[config.mk]
export PLATFORM = sky130hd
export DESIGN_NAME = scan_sequencer
export DESIGN_NICKNAME = d
export VERILOG_FILES = /design/src/rtl/scan_sequencer.sv
export SDC_FILE = /design/constraint.sdc
export NUM_CORES = 1
export LEC_CHECK = 0
export CAP_MARGIN = 40
export CORE_MARGIN = 4
export CORE_UTILIZATION = 45
export CTS_BUF_LIST = sky130_fd_sc_hd__clkbuf_2 sky130_fd_sc_hd__clkbuf_4 sky130_fd_sc_hd__clkbuf_8
export CTS_CLUSTER_DIAMETER = 30
export DETAILED_ROUTE_END_ITERATION = 12
export GPL_ROUTABILITY_DRIVEN = 1
export PLACE_DENSITY = 0.71
export RECOVER_POWER = 25
export SLEW_MARGIN = 15
export SYNTH_ARGS = -nofsm -noshare
export SYNTH_HDL_FRONTEND = slang
export SYNTH_SLANG_ARGS = --single-unit
[constraint.sdc]
create_clock -name clk -period 2.1 [get_ports clk]
set_clock_uncertainty 0.1 [all_clocks]
set_input_delay 0.42 -clock clk [delete_from_list [all_inputs] [get_ports clk]]
set_output_delay 0.42 -clock clk [all_outputs]
set_load 0.01 [all_outputs]
[src/rtl/scan_sequencer.sv]
// scan_sequencer: steps a 2-bit decoder select through 0..3 at a programmable
// rate, with frame-counted or continuous runs and single-step advances.
module scan_sequencer #(
    parameter int DIV = 4
) (
    input  logic       clk,
    input  logic       rst,
    input  logic       start,
    input  logic       stop,
    input  logic       step,
    input  logic [7:0] frames,
    output logic [1:0] sel,
    output logic       active,
    output logic       tick,
    output logic       frame_done,
    output logic       done
);

    localparam int PW = (DIV > 1) ? $clog2(DIV) : 1;
    localparam logic [PW-1:0] PRE_MAX = PW'(DIV - 1);

    localparam logic [0:0] IDLE_S = 1'b0;
    localparam logic [0:0] RUN_S  = 1'b1;

    logic [0:0]    state_q, state_d;
    logic [1:0]    sel_q, sel_d;
    logic [PW-1:0] pre_q, pre_d;
    logic [7:0]    cnt_q, cnt_d;
    logic          tick_q, tick_d;
    logic          fdone_q, fdone_d;
    logic          done_q, done_d;

    always_comb begin
        state_d = state_q;
        sel_d   = sel_q;
        pre_d   = pre_q;
        cnt_d   = cnt_q;
        tick_d  = 1'b0;
        fdone_d = 1'b0;
        done_d  = 1'b0;
        if (state_q == IDLE_S) begin
            if (start) begin
                state_d = RUN_S;
                sel_d   = 2'd0;
                pre_d   = '0;
                cnt_d   = frames;
            end else if (step) begin
                sel_d   = sel_q + 2'd1;
                tick_d  = 1'b1;
                fdone_d = (sel_q == 2'd3);
            end
        end else begin
            if (stop) begin
                state_d = IDLE_S;
                pre_d   = '0;
                cnt_d   = 8'd0;
            end else if (pre_q == PRE_MAX) begin
                pre_d  = '0;
                sel_d  = sel_q + 2'd1;
                tick_d = 1'b1;
                if (sel_q == 2'd3) begin
                    fdone_d = 1'b1;
                    // a zero count means continuous: never decremented
                    if (cnt_q != 8'd0) begin
                        cnt_d = cnt_q - 8'd1;
                        if (cnt_q == 8'd1) begin
                            state_d = IDLE_S;
                            done_d  = 1'b1;
                        end
                    end
                end
            end else begin
                pre_d = pre_q + PW'(1);
            end
        end
    end

    always_ff @(posedge clk) begin
        if (rst) begin
            state_q <= IDLE_S;
            sel_q   <= 2'd0;
            pre_q   <= '0;
            cnt_q   <= 8'd0;
            tick_q  <= 1'b0;
            fdone_q <= 1'b0;
            done_q  <= 1'b0;
        end else begin
            state_q <= state_d;
            sel_q   <= sel_d;
            pre_q   <= pre_d;
            cnt_q   <= cnt_d;
            tick_q  <= tick_d;
            fdone_q <= fdone_d;
            done_q  <= done_d;
        end
    end

    assign sel        = sel_q;
    assign active     = (state_q == RUN_S);
    assign tick       = tick_q;
    assign frame_done = fdone_q;
    assign done       = done_q;

endmodule

==> results.json <==
{
  "status": "completed",
  "timing.critical_path.to_type": "register",
  "timing.final.crit_share_pct": 90.7,
  "timing.final.hold_violations": 0,
  "fin_nets": 159,
  "share_of_synthesized_area_occupied_by_flip_flops_and_latches_pct": 33.0,
  "peakVddDrop_v": 0.000446,
  "synthesis.instances": 110,
  "die_w_um": 54.4,
  "min-delay-path-class": "reg2reg",
  "area_delta_synth_final_pct": 32.3,
  "relative_contribution_of_sequential_cells_to_total_power_pct": 45.1,
  "timing.max_cap.violations": 0,
  "number_of_synthesized_register_bits": 16,
  "gpl.final_weighted_congestion": 0.961,
  "setup_viol_count_final": 0,
  "power.combinational.fraction_pct": 28.7,
  "nFillCells": 175,
  "ios": 19,
  "avgViaCountPerCell": 5.75,
  "critical_path_class": "reg2reg",
  "fin_tns_setup_ps": 0,
  "final_max_slew_viol_count": 0,
  "synth-async-reset-ratio_pct": 0,
  "post_route_wl_um": 2490,
  "antenna_cells_inserted": 0,
  "max_clock_freq_mhz": 525,
  "max_slew_margin_pct": 70.7,
  "grt_usage_pct": 19.6,
  "yosysTopAreaCellShare_pct": 33.0,
  "drt_pass1_iterations": 5,
  "worstSkewPairLatency_ps": 290,
  "grt_setup_unrepaired": "no",
  "cts_tree": "built",
  "cp_data_arrival_time_ps": 2040,
  "ctsRootBufferMaster": "sky130_fd_sc_hd__clkbuf_4",
  "synth.most_common_cell": "sky130_fd_sc_hd__dfxtp_1",
  "synthDistinctLibCells": 45,
  "drt_drc_violations_left": 0,
  "core_mm2": 0.00200,
  "detailed_place.area_mm2": 0.00125,
  "grt_antenna_before_repair": 0,
  "clockBufferDepth": 2,
  "final_period_minus_worst_setup_slack_ps": 1910,
  "clk_pin_slew_worst_setup_hold_paths_ps": 100,
  "worstPathMaxFanout": 5,
  "startpoint_type": "register",
  "netlist_top_cells_area": "sky130_fd_sc_hd__dfxtp_1, sky130_fd_sc_hd__ha_1, sky130_fd_sc_hd__nor2_1",
  "floorplan_die_area_mm2": 0.00296,
  "synth_area_leader_cell": "sky130_fd_sc_hd__dfxtp_1",
  "ant_nets": 0,
  "power_leakage_nw": 0.495,
  "power.net_switching_uw": 235,
  "yosys-top-cells-count": "sky130_fd_sc_hd__dfxtp_1, sky130_fd_sc_hd__nor2_1, sky130_fd_sc_hd__a21oi_1, sky130_fd_sc_hd__nor2b_1",
  "power_density_of_the_placed_cells_mw_per_mm2": 605,
  "syn_area_um2": 970,
  "p_clk_share_pct": 26.2,
  "syn_avg_cell_area_um2": 8.82,
  "grt-ovfl-total": 0,
  "number_of_post_cts_setup_repair_buffers": 0,
  "synth.net_count": 128,
  "grt_pass1_vias": 939,
  "cts-buffers-inserted": 3,
  "ys.flop_type": "sky130_fd_sc_hd__dfxtp_1",
  "dpl.hpwl_um": 1960,
  "p_int_uw": 542,
  "first_iteration_detailed_routing_drc_count": 34,
  "grt_max_degree": 10,
  "yosys_warnings": 0,
  "dieHeight_um": 54.4,
  "route.detailed.wl_per_inst_um": 14.9,
  "grt_first_pass_wirelength_um": 4150,
  "synth-edff-count": 0,
  "worst-slew-pin-transition_ps": 438,
  "io_buffers": 18,
  "final_area_mm2": 0.00128,
  "switching_share_pct": 30.2,
  "clock_sinks": 16,
  "drive_gt1_share_pct": 17.1,
  "placement_rows": 16,
  "num_vias": 960,
  "initial_utilization_pct": 48.4,
  "htreeDepth": 1,
  "timing.critical_path.required_ps": 2230
}
timing repair:
action / in CTS / in global routing
hold buffers: 0 / 0
setup endpoints to repair: 0 / 1
endpoints found under the hold margin: 0 / 0
gates resized for setup: 0 / 1
routing by layer:
| layer | global-route usage (%) | vias to the layer above | part of all wire (%) |
|---|---|---|---|
| met2 | 30.5 | 35 | 46 |
| met3 | 4.90 | 6 | 6.7 |
| met1 | 26.3 | 439 | 46 |
| met4 | 6.64 | 0 | 2.0 |
| met5 | 0 | - | 0 |
| li1 | - | 480 | - |
logic make-up after synthesis:
logic type | synth area share (%)
compound gates | 28.8
fa+ha+maj | 6.45
buf+inv | 4.52
flops | 33.0
mux | 2.06
simple gates | 25.2
power by group through the flow:
| stage | logic [mW] | clock network, mW | registers (mW) |
|---|---|---|---|
| floorplan | 0.136 | 0 | 0.352 |
| global placement | 0.219 | 0 | 0.356 |
| detailed placement | 0.219 | 0 | 0.357 |
| CTS | 0.221 | 0.209 | 0.350 |
| global route | 0.244 | 0.222 | 0.354 |
| finish | 0.222 | 0.204 | 0.350 |
area by class of cell:
cell class	instances	area, um^2	share of cell area (%)
sequential	16	320	25.0
multi-input combinational	85	607	47.3
timing repair buffer	30	267	20.8
clock buffer	4	36.3	2.83
inverter	5	18.8	1.46
tap	27	33.8	2.63
final timing paths:
check / cells past startpoint / slack, ps / from / endpoint
max: 6 / 190 / cnt_q[1] / cnt_q[6]
min: 2 / 410 / pre_q[1] / pre_q[1]
max reg2reg: 6 / 190 / cnt_q[1] / cnt_q[6]
min reg2reg: 2 / 410 / pre_q[1] / pre_q[1]
metrics by stage:
step / instances / setup slack (ps) / hold slack, ps / utilization (%) / total power [mW]
after floorplan: 110 / 251 / 364 / - / 0.488
after global placement: 163 / 48.9 / 389 / 62.4 / 0.575
after detailed placement: 163 / 33.7 / 394 / 62.4 / 0.576
after CTS: 167 / 211 / 418 / 64.2 / 0.780
after global routing: 167 / 32.0 / 438 / 64.1 / 0.821
final: 167 / 195 / 411 / 64.1 / 0.776
registers in the layout, indices dropped and copies added (netlist names):
register	flops
active	1
cnt_q	8
done	1
frame_done	1
pre_q	2
sel	2
tick	1
critical path, cell delays in order (launching register included):
cell and delay, ps:
sky130_fd_sc_hd__dfxtp_1 360, sky130_fd_sc_hd__inv_1 110, sky130_fd_sc_hd__ha_1 260, sky130_fd_sc_hd__nor4b_2 300
sky130_fd_sc_hd__a31oi_1 130, sky130_fd_sc_hd__a2111oi_1 430, sky130_fd_sc_hd__a31o_1 150
cells in the final DEF, fill, tap and decap left out, drive strengths merged, types with 3 or more instances in the layout:
cell | Yosys | routed
a22oi | 3 | 3
buf | 3 | 11
o22ai | 3 | 3
a21oi | 6 | 6
clkdlybuf4s50 | 0 | 17
nand2 | 3 | 3
o21ai | 5 | 5
clkbuf | 1 | 5
a211oi | 3 | 3
nor2 | 15 | 15
a31o | 3 | 3
nor3 | 6 | 6
nor2b | 6 | 6
inv | 5 | 5
dfxtp | 16 | 16
ha | 5 | 5
Note: power is estimated with default switching activity, not from simulation.
